--- src/rtl/rc5_pkg.sv ---
// rtl/rc5_pkg.sv - shared FSM states, legal configuration constants and helpers for rc5_cipher
package rc5_pkg;

    typedef enum logic [2:0] {
        IDLE  = 3'd0,
        PRE   = 3'd1,
        ROUND = 3'd2,
        POST  = 3'd3,
        DONE  = 3'd4
    } rc5_state_e;

    // Supported word widths and round-count range.
    localparam int RC5_W_SMALL    = 8;
    localparam int RC5_W_MID      = 16;
    localparam int RC5_W_LARGE    = 32;
    localparam int RC5_ROUNDS_MIN = 1;
    localparam int RC5_ROUNDS_MAX = 20;

    // Number of low-order bits of a word that form a rotate distance.
    function automatic int rot_width(input int w);
        return $clog2(w);
    endfunction

endpackage

--- src/rtl/rc5_rotl.sv ---
// rtl/rc5_rotl.sv - variable rotate of one W-bit word, left or right
// Ports: x - word to rotate; amt - rotate distance; dir - 0 rotate left, 1 rotate right;
//        y - rotated word.
module rc5_rotl
    import rc5_pkg::*;
#(
    parameter int W = 16
) (
    input  logic [W-1:0]              x,
    input  logic [rot_width(W)-1:0]   amt,
    input  logic                      dir,
    output logic [W-1:0]              y
);

    localparam int LG = rot_width(W);

    // Log-depth barrel: stage k rotates by 2**k when amt[k] is set.
    logic [W-1:0] stg [0:LG];

    assign stg[0] = x;

    for (genvar k = 0; k < LG; k++) begin : g_stage
        localparam int SH = 1 << k;
        logic [W-1:0] rl;
        logic [W-1:0] rr;
        assign rl         = {stg[k][W-1-SH:0], stg[k][W-1:W-SH]};
        assign rr         = {stg[k][SH-1:0],   stg[k][W-1:SH]};
        assign stg[k+1]   = amt[k] ? (dir ? rr : rl) : stg[k];
    end

    assign y = stg[LG];

endmodule

--- src/rtl/rc5_cipher.sv ---
// rtl/rc5_cipher.sv - RC5 block cipher, one round per clock, loadable round-key table
// Ports: clock, reset (synchronous, active-high); start, mode, p request an operation
//        (mode 1 = decrypt); c, done, busy report it; key_we, key_addr, key_data write
//        round key S[key_addr] while idle.
// Build option: RC5_DEC_EN includes the decrypt path; without it mode is ignored.
module rc5_cipher
    import rc5_pkg::*;
#(
    parameter int W      = 16,
    parameter int ROUNDS = 12
) (
    input  logic                            clock,
    input  logic                            reset,
    input  logic                            start,
    input  logic                            mode,
    input  logic [2*W-1:0]                  p,
    output logic [2*W-1:0]                  c,
    output logic                            done,
    output logic                            busy,
    input  logic                            key_we,
    input  logic [$clog2(2*ROUNDS+2)-1:0]   key_addr,
    input  logic [W-1:0]                    key_data
);

    localparam int NKEYS = 2*ROUNDS + 2;
    localparam int RW    = $clog2(ROUNDS + 1);
    localparam int LG    = rot_width(W);
    localparam logic [RW-1:0] LAST_RND = RW'(ROUNDS);
    localparam logic [RW-1:0] ONE_RND  = RW'(1);

    if (!((W == RC5_W_SMALL) || (W == RC5_W_MID) || (W == RC5_W_LARGE)) ||
        (ROUNDS < RC5_ROUNDS_MIN) || (ROUNDS > RC5_ROUNDS_MAX)) begin : g_bad_cfg
        $error("rc5_cipher: unsupported W or ROUNDS");
    end

    rc5_state_e      state_q, state_d;
    logic [W-1:0]    a_q, b_q, a_d, b_d;
    logic [RW-1:0]   rnd_q, rnd_d;
    logic [2*W-1:0]  c_q;
    logic [W-1:0]    key_tab [NKEYS];

    // {rnd,0} and {rnd,1} are exactly key_addr wide, indexing S[2i] and S[2i+1].
    logic [W-1:0]    s_even, s_odd;
    logic [W-1:0]    r0_in, r0_out, r1_in, r1_out, half, other;
    logic [LG-1:0]   r0_amt;
    logic [W-1:0]    rnd_a, rnd_b;
    logic            dec_q, dec_start, last_rnd;

    assign s_even = key_tab[{rnd_q, 1'b0}];
    assign s_odd  = key_tab[{rnd_q, 1'b1}];

`ifdef RC5_DEC_EN
    assign dec_start = mode;

    always_ff @(posedge clock) begin
        if (reset) begin
            dec_q <= 1'b0;
        end else if (state_q == IDLE && start) begin
            dec_q <= mode;
        end
    end

    // First half-round produces the new A (encrypt) or new B (decrypt); the second
    // half-round consumes it in the same cycle.
    assign r0_in  = dec_q ? (b_q - s_odd) : (a_q ^ b_q);
    assign r0_amt = dec_q ? a_q[LG-1:0] : b_q[LG-1:0];
    assign half   = dec_q ? (r0_out ^ a_q) : (r0_out + s_even);
    assign r1_in  = dec_q ? (a_q - s_even) : (b_q ^ half);
    assign other  = dec_q ? (r1_out ^ half) : (r1_out + s_odd);
    assign rnd_a  = dec_q ? other : half;
    assign rnd_b  = dec_q ? half : other;
`else
    logic unused_mode;
    assign unused_mode = mode;
    assign dec_start   = 1'b0;
    assign dec_q       = 1'b0;

    assign r0_in  = a_q ^ b_q;
    assign r0_amt = b_q[LG-1:0];
    assign half   = r0_out + s_even;
    assign r1_in  = b_q ^ half;
    assign other  = r1_out + s_odd;
    assign rnd_a  = half;
    assign rnd_b  = other;
`endif

    rc5_rotl #(.W(W)) u_rot0 (
        .x   (r0_in),
        .amt (r0_amt),
        .dir (dec_q),
        .y   (r0_out)
    );

    rc5_rotl #(.W(W)) u_rot1 (
        .x   (r1_in),
        .amt (half[LG-1:0]),
        .dir (dec_q),
        .y   (r1_out)
    );

    // Encrypt counts rounds up from 1, decrypt counts down from ROUNDS.
    assign last_rnd = dec_q ? (rnd_q == ONE_RND) : (rnd_q == LAST_RND);

    // State register
    always_ff @(posedge clock) begin
        if (reset) begin
            state_q <= IDLE;
        end else begin
            state_q <= state_d;
        end
    end

    // Next-state logic
    always_comb begin
        state_d = state_q;
        case (state_q)
            IDLE:    if (start) state_d = dec_start ? ROUND : PRE;
            PRE:     state_d = ROUND;
            ROUND:   if (last_rnd) state_d = dec_q ? POST : DONE;
            POST:    state_d = DONE;
            DONE:    state_d = IDLE;
            default: state_d = IDLE;
        endcase
    end

    // Outputs
    always_comb begin
        busy = (state_q == PRE) || (state_q == ROUND) || (state_q == POST);
        done = (state_q == DONE);
    end

    assign c = c_q;

    // Datapath next values
    always_comb begin
        a_d   = a_q;
        b_d   = b_q;
        rnd_d = rnd_q;
        case (state_q)
            IDLE: begin
                if (start) begin
                    a_d   = p[W-1:0];
                    b_d   = p[2*W-1:W];
                    rnd_d = dec_start ? LAST_RND : ONE_RND;
                end
            end
            PRE: begin
                a_d = a_q + key_tab[0];
                b_d = b_q + key_tab[1];
            end
            ROUND: begin
                a_d   = rnd_a;
                b_d   = rnd_b;
                rnd_d = dec_q ? (rnd_q - ONE_RND) : (rnd_q + ONE_RND);
            end
`ifdef RC5_DEC_EN
            POST: begin
                a_d = a_q - key_tab[0];
                b_d = b_q - key_tab[1];
            end
`endif
            default: ;
        endcase
    end

    // Datapath registers; c is captured on entry to DONE so it is valid with done.
    always_ff @(posedge clock) begin
        if (reset) begin
            a_q   <= '0;
            b_q   <= '0;
            rnd_q <= '0;
            c_q   <= '0;
        end else begin
            a_q   <= a_d;
            b_q   <= b_d;
            rnd_q <= rnd_d;
            if (state_d == DONE) begin
                c_q <= {b_d, a_d};
            end
        end
    end

    // Round-key table survives reset; reset only blocks a coincident write.
    always_ff @(posedge clock) begin
        if (!reset && key_we && !busy && (int'(key_addr) < NKEYS)) begin
            key_tab[key_addr] <= key_data;
        end
    end

endmodule

--- config.mk ---
export PLATFORM = sky130hd
export DESIGN_NAME = rc5_cipher
export DESIGN_NICKNAME = d
export VERILOG_FILES = /design/src/rtl/rc5_pkg.sv /design/src/rtl/rc5_rotl.sv /design/src/rtl/rc5_cipher.sv
export SDC_FILE = /design/constraint.sdc
export NUM_CORES = 1
export LEC_CHECK = 0
export ABC_CLOCK_PERIOD_IN_PS = 9200
export CAP_MARGIN = 10
export CORE_MARGIN = 2
export CORE_UTILIZATION = 45
export DETAILED_ROUTE_END_ITERATION = 8
export SYNTH_ARGS = -nofsm -noshare
export SYNTH_HDL_FRONTEND = slang
export SYNTH_SLANG_ARGS = --single-unit
--- constraint.sdc ---
create_clock -name clock -period 9.2 [get_ports clock]
set_input_delay 1.84 -clock clock [delete_from_list [all_inputs] [get_ports clock]]
set_output_delay 1.84 -clock clock [all_outputs]
set_load 0.01 [all_outputs]
After elaboration in Yosys (flattened, before gate mapping). Memories as Yosys holds them, arrays and structs flattened. A register that Yosys moved wholly into a read port is not among the register bits. Cells that the tools add are included.

Add/subtract/negate cells: 5. Magnitude comparators: 1. Eq/ne operators: 7. Muxes and demuxes: 23. Bitwise gates (word level): 2. Reductions and logical operators: 10.

Operator list (number): $mux W16 (10); $pmux W16 S3 (2); $add A16 B16 Y16 (4); $xor A16 B16 Y16 (2); $mux W5 (4); $pmux W3 S4 (1); $pmux W4 S2 (1); $eq A3 B2 Y1 const B (2); $eq A3 B3 Y1 const B (2); $mux W3 (2); $lt A5 B5 Y1 const B (1); $add A4 B1 Y4 const B (1); $eq A4 B4 Y1 const B (1); $mux W4 (1); $eq A3 B1 Y1 const B (1); $logic_and A1 B1 Y1 (3); $logic_not A3 Y1 (1); $logic_not A1 Y1 (2); $logic_or A1 B1 Y1 (2); $mux W1 (2); $ne A2 B2 Y1 const B (1); $reduce_and A2 Y1 (1); $reduce_bool A2 Y1 (1).

Flip-flop bits (word level): 71. Memory bits (writable): 416. Input port bits: 58. Output and inout port bits: 34. Word-level logic and storage cells: 54. Memories kept: 1.

Memories: key_tab (words 26, bits a word 16, read ports 4, clocked after Yosys merged registers in 2, write ports 1, line rc5_cipher.sv:40) `logic [W-1:0] key_tab [NKEYS];`.

Logic depth before layout (Yosys ltp). Gate-level depths: netlist of the first run.

Depth in word-level cells: 13. Mapped depth: 34. Mapped depth without buffers: 32.

Cells and area by module. A second synthesis of the first run with hierarchy kept.

Cell total of the unflattened synthesis: 1831. Area total of the unflattened synthesis: 24835.1 um2.

Modules (own cells, without submodules): rc5_cipher (instances 1, cells each 1471, area an instance 22210.1 um2); rc5_rotl (instances 2, cells each 180, area an instance 1312.5 um2).

Worst setup path before layout of the first run. No wires, ideal clock.

Path kind: reg-to-reg. Start point: register (tool-made name). End point: register c_q[28] (netlist: c[28]). Library setup time: 0.131 ns. Data arrival time: 7.173 ns. Data required time: 9.069 ns. Setup slack: 1.896 ns. Stages on the path, launching flop included: 33. Path buffers: 4. Clock period less this slack: 7.304 ns. Path through: dfxtp_1 buf_6 buf_2 buf_2 buf_1 mux4_2 a211oi_1 a21oi_1 ha_1 fa_1 a21o_1 a21oi_1 o21ai_0 a41oi_1 a21oi_1 xnor2_1 nand2_1 o211ai_1 a31o_1 o21ai_1 ha_1 inv_1 fa_1 nor2b_1 o21ai_0 a21boi_0 o21ai_0 a21boi_0 o21ai_0 and4_1 or3_1 a21oi_1 o31ai_1.

RTL lines: end signal, assigned (line rc5_cipher.sv:178) `c_q <= {b_d, a_d};`; end, declared (line rc5_cipher.sv:39) `logic [2*W-1:0] c_q;`.

Worst setup path in the final report of the first run.
Start point: register b_q[0]. End point: register c_q[28] (netlist: c[28]).

Word-level cells in the longest chain between the ends: 13. Elaborated cells on any way between the ends: 14. Those cells by class: 3 x add/sub; 9 x mux; 2 x bitwise.

Ends and longest elaborated chain: start, declared (line rc5_cipher.sv:37) `logic [W-1:0] a_q, b_q, a_d, b_d;`; start signal, assigned (line rc5_cipher.sv:170) `b_q <= '0;`; start signal, assigned (line rc5_cipher.sv:175) `b_q <= b_d;`; $xor A16 B16 Y16 (line rc5_cipher.sv:78) `assign r0_in = a_q ^ b_q;`; $mux W16 (4 in a row) (line rc5_rotl.sv:28) `assign stg[k+1] = amt[k] ? (dir ? rr : rl) : stg[k];`; $add A16 B16 Y16 (line rc5_cipher.sv:80) `assign half = r0_out + s_even;`; $xor A16 B16 Y16 (line rc5_cipher.sv:81) `assign r1_in = b_q ^ half;`; $mux W16 (4 in a row) (line rc5_rotl.sv:28); $add A16 B16 Y16 (line rc5_cipher.sv:82) `assign other = r1_out + s_odd;`; $pmux W16 S3 * (line rc5_cipher.sv:139) `case (state_q)`.

Mark *: on every way between the ends. The rest lies on a longest branch, timed or not. A chain may end at the register's enable or synchronous reset.

==> results.toml, run 1 <==
[sta]
finalSetupViolCount = 0
worstMarginPinSlew_ns = 1.20
hold_violations = 0
holdWs_ns = 0.463
period_share_pct = 89.4
slew_headroom_pct = 19.6
timing.setup.tns_ns = 0
fin_skew_ns = 0.0292
max_freq_mhz = 122
rsz0062_at_grt = "false"
drv_slew = 0
period_needed_ns = 8.22

[yosys]
syn-num-nets = 1836
synth_top_area_cell = "edfxtp_1"
ys_ff_latch = 491
ys_seq_area_share_pct = 58.0
synth.distinct_cells = 82
synth_area_per_cell_um2 = 14.1
synth-main-ff-cell = "edfxtp_1"
syn_area_um2 = 24100
async_reset_ff_share_pct = 0
synthTopCellsByArea = "edfxtp_1, mux4_2, dfxtp_1, mux2i_1, ha_1"
synth-warning-count = 0
yosysTopAreaCellShare_pct = 51.8
synth_edf_count = 416
syn-instance-count = 1709

[placed_design]
place.gp.congestion = 0.893
dp_hpwl_um = 47000
placed_cells = 2440
placed_cell_area_um2 = 25900
port_buffers = 90

[setup_path]
crit_top_cell = "o21ai_0"
worstPathRequired_ns = 9.67
crit_fanout = 20
crit_cells = 27
r2r-end = "c[28]"
worst-path-buf-inv = 3
critPathTopFamily = "compound AO/OA/AOI/OAI gates"
critical_path_arrival_ns = 8.69
reg2regPathDepth = 27
critPathKind = "flop to flop"
worstSetupStartpointType = "flop"
endpoint = "c[28]"
r2r_setup_slack_ns = 0.98
cpPeakStageDelay_ns = 0.79
timing.rr.start = "b_q[0]"
crit_start = "b_q[0]"
endpoint_kind = "flop"
cp_slowest_cell = "dfxtp_1"

[cells_and_area]
drive_above_1_share_pct = 15.9
antenna_cells = 0
layoutNonFillerInstCount = 2533
fin_area_um2 = 27500
syn2layout_area_growth_pct = 14.2
layout.nets = 1933

[route]
drt_iter0_drc = 1410
dr.pass1.iters = 5
vias_per_cell = 6.01
drt.antenna.violating_nets = 0
routed_wl_um = 67100
drc = 0
vias = 15200
drt-wirelength-per-cell_um = 26.5

[cts]
htreeDepth = 2
cts_tree = "done"
cts-root-buf = "clkbuf_16"
path_clk_slew_ns = 0.06
cts_made_buffers = 51
clockBufferDepth = 3
insertion_delay_ns = 0.61
clock_sinks = 491
hold_buffers = 0
cts_resized = 0
postCtsSetupRepairBufs = 0

[floorplan]
io_pins = 92
coreArea_um2 = 52800
die_w_um = 235
die_h_um = 235
die_area_um2 = 55400
row_count = 84
initial_utilization_pct = 45.7

[global_route]
grt_pass1_vias = 14800
grt.overflow.total = 0
track_usage_pct = 24.2
grt_max_degree = 77
grt_pass1_wl_um = 99200
antenna_found_initial = 0

[job]
maxCapViolations = 0

[outcome]
run_status = "completed"

[hold_path]
hold_class = "flop to flop"
==> cells by family (layout without fill, tap and decap cells) <==
logic type / after synthesis / in the layout / share of synthesized area, %
XOR/XNOR: 84 / 84 / 3.50
multiplexers: 227 / 227 / 15.9
flip-flops: 491 / 491 / 58.0
AO/OA/AOI/OAI: 352 / 352 / 9.73
buffers and inverters: 127 / 263 / 2.12
AND/OR/NAND/NOR: 359 / 359 / 6.99
adder cells (fa/ha/maj): 69 / 69 / 3.71
==> worst min path at each step <==
stage          startpoint     to  slack, ns  cells past startpoint
5_1_grt              c[4]   c[4]       0.50                      2
2_1_floorplan       c[15]  c[15]       0.48                      2
3_5_place_dp        c[25]  c[25]       0.45                      2
6_report            c[25]  c[25]       0.46                      2
4_1_cts             c[25]  c[25]       0.46                      2
3_3_place_gp        c[25]  c[25]       0.45                      2
==> registers in the layout, indices dropped and copies added (netlist names), named ones only <==
register / count
rnd_q: 4
c: 32
a_q: 16
state_q: 3
key_tab: 416
b_q: 16
==> layer usage <==
metal / up-vias / track usage [%] / wire [µm]
met5: - / 0 / 0
met4: 0 / 6.37 / 1590
met3: 85 / 3.64 / 3970
met2: 516 / 37.9 / 31300
met1: 7714 / 35.3 / 30200
li1: 6901 / - / -
==> cell usage in the layout, fill, tap and decap left out, drive strengths merged, types with 24 or more instances in the layout <==
cell type      instances
nor2b                 26
nand2                 88
xnor2                 50
edfxtp               416
inv                   27
xor2                  27
nor2                 137
o21ai                 60
mux2i                 90
ha                    65
a211oi                52
clkdlybuf4s50         88
nor3                  24
a21o                  25
a21oi                 94
mux4                 122
buf                   57
clkbuf                61
dfxtp                 75
==> worst reg2reg max path, cell delays in order, from the launching register on <==
cell	delay [ns]
dfxtp_1	0.79
inv_2	0.33
mux2i_1	0.44
mux2i_1	0.19
mux4_2	0.55
ha_1	0.34
a211oi_1	0.31
o211ai_1	0.25
a41o_1	0.31
o41ai_1	0.43
buf_4	0.23
xnor3_2	0.33
a211o_1	0.35
a31o_1	0.24
o21ai_1	0.13
ha_1	0.20
inv_1	0.07
fa_1	0.46
nor2b_1	0.12
o21ai_0	0.11
a21boi_0	0.18
o21ai_0	0.12
a21boi_0	0.45
o21ai_0	0.26
and4_1	0.22
or3_1	0.37
a21oi_1	0.19
o31ai_1	0.09
==> synthesized netlist by cell type (8+ instances only) <==
library cell and count:
nand3b_1 17, a211oi_1 51, edfxtp_1 416, inv_1 25
nand2_1 88, a21oi_1 93, a221oi_1 8, o21ai_0 56
buf_1 22, a31oi_1 9, nor2_1 137, xnor2_1 49
o22ai_1 11, nor2b_1 25, nor3_1 24, clkbuf_1 65
xor2_1 27, nand2b_1 10, mux2_2 13, mux2i_1 90
nand3_1 19, buf_2 9, dfxtp_1 75, a21o_1 25
o21a_1 9, ha_1 65, o211ai_1 13, mux4_2 119
o21bai_1 9
==> cell type report <==
class,instances,area [µm²]
Clock buffer,61,1310
Clock inverter,31,300
Fill cell,4380,25200
Inverter,26,97.6
Multi-Input combinational cell,1091,9630
Sequential cell,491,14000
Tap cell,688,861
Timing Repair Buffer,145,1320
==> through the flow <==
stage | setup WS [ns] | util, %
global route | 0.433 | 52.2
global placement | 1.23 | 49.1
detailed placement | 1.14 | 49.1
floorplan | 1.90 | -
CTS | 1.09 | 52.1
finish | 0.980 | 52.2
Power of run 1 is left out: the tool's default activity adds up to more than one toggle a clock period on the data nets, which glitch-free logic cannot reach.
==> inputs of run 2 (changes only) <==
- CORE_MARGIN: 2 -> 10
==> results.toml, run 2 (same netlist as run 1, synthesis figures left out) <==
[sta]
max_freq_mhz = 123
finalSetupViolCount = 0
worstMarginPinSlew_ns = 1.19
hold_violations = 0
timing.setup.tns_ns = 0
drv_slew = 0
period_share_pct = 88.1
rsz0062_at_grt = "false"
period_needed_ns = 8.11
slew_headroom_pct = 20.1
fin_skew_ns = 0.0130

[placed_design]
place.gp.congestion = 0.933
port_buffers = 90
dp_hpwl_um = 46900
placed_cells = 2437

[floorplan]
die_area_um2 = 63200
die_h_um = 251
row_count = 84
io_pins = 92
die_w_um = 251
initial_utilization_pct = 45.7
coreArea_um2 = 52800

[cells_and_area]
largest_reg_flops = 416
syn2layout_area_growth_pct = 13.9
antenna_cells = 0
regMostFlops = "key_tab"
layout.nets = 1928
final_cell_mix = "edfxtp_1, nor2_1, mux4_2"
drive_above_1_share_pct = 15.5
layoutNonFillerInstCount = 2529
fin_util_pct = 52.0
final_common_cell = "edfxtp_1"
nFillCells = 4381

[cts]
clock_sinks = 491
hold_buffers = 0
cts-root-buf = "clkbuf_16"
clockBufferDepth = 3
path_clk_slew_ns = 0.07
cts_made_buffers = 50
cts_tree = "done"
cts_resized = 0
htreeDepth = 2
postCtsSetupRepairBufs = 0
insertion_delay_ns = 0.59

[global_route]
grt_pass1_vias = 14800
antenna_found_initial = 0
grt_max_degree = 78
grt_pass1_wl_um = 99800
track_usage_pct = 21.2
grt.overflow.total = 0

[setup_path]
cpPeakStageDelay_ns = 0.70
endpoint_kind = "flop"
critical_path_arrival_ns = 8.55
critPathTopFamily = "compound AO/OA/AOI/OAI gates"
cp_slowest_cell = "o41ai_1"
crit_top_cell = "o21ai_0"
crit_fanout = 21
worstSetupStartpointType = "flop"
worstPathRequired_ns = 9.64
worst-path-buf-inv = 2
critPathKind = "flop to flop"

[route]
vias_per_cell = 6.04
vias = 15300
dr.pass1.iters = 5
drt-wirelength-per-cell_um = 26.9
drt.antenna.violating_nets = 0
drc = 0
drt_iter0_drc = 1577
routed_wl_um = 68000

[hold_path]
hold_class = "flop to flop"

[outcome]
run_status = "completed"

[job]
maxCapViolations = 0
[run 2: changes by cell type in the layout (fill, tap and decap cells not counted), sizes merged]
cell,before,now
clkinv,23,22
clkinvlp,3,2
clkbuf,61,63
buf,57,53
[run 2: area by class of cell]
type	count	area, µm²	area share (%)
flip-flops and latches	491	14000	51.0
clock buffers	63	1300	4.73
inverters	26	97.6	0.355
multi-input cells	1091	9640	35.1
clock inverters	29	267	0.971
well taps	688	861	3.14
repair buffers	141	1290	4.68
[run 2: worst min-delay path: cells and delay by family, from the launching register on]
| family | cells | cell delay, ns |
|---|---|---|
| flip-flops | 1 | 0.31 |
| AO/OA/AOI/OAI | 1 | 0.05 |
| AND/OR/NAND/NOR | 1 | 0.05 |
[run 2: metal layers]
| metal | GRT usage [%] | vias up | share of wire (%) |
|---|---|---|---|
| met5 | 0 | - | 0 |
| met4 | 5.89 | 0 | 2.5 |
| met3 | 3.20 | 100 | 6.3 |
| met2 | 33.1 | 498 | 46 |
| met1 | 30.3 | 7795 | 45 |
| li1 | - | 6892 | - |
[run 2: final timing paths]
path | from | end | slack (ns) | cells past startpoint
worst max-delay path | b_q[1] | c[28] | 1.09 | 26
worst min-delay path | c[22] | c[22] | 0.46 | 2
worst max register to register | b_q[1] | c[28] | 1.09 | 26
worst min register to register | c[22] | c[22] | 0.46 | 2
[run 2: stage by stage]
| stage | setup slack [ns] | instance area [µm²] | hold slack [ns] |
|---|---|---|---|
| after global routing | 0.414 | 27500 | 0.486 |
| after detailed placement | 1.11 | 25900 | 0.449 |
| after floorplan | 1.90 | 24100 | 0.481 |
| after global placement | 1.21 | 25900 | 0.447 |
| after CTS | 1.06 | 27500 | 0.459 |
| final | 1.09 | 27500 | 0.457 |
Power of run 2 is left out for the same reason.
==> inputs of run 3 (changes only) <==
- ABC_CLOCK_PERIOD_IN_PS: 9200 -> default
- SKIP_CTS_REPAIR_TIMING: default -> 1
==> results of run 3 <==
Same layout as run 2: the final DEF is identical, and so are final timing and power.
Power of run 3 is left out for the same reason.
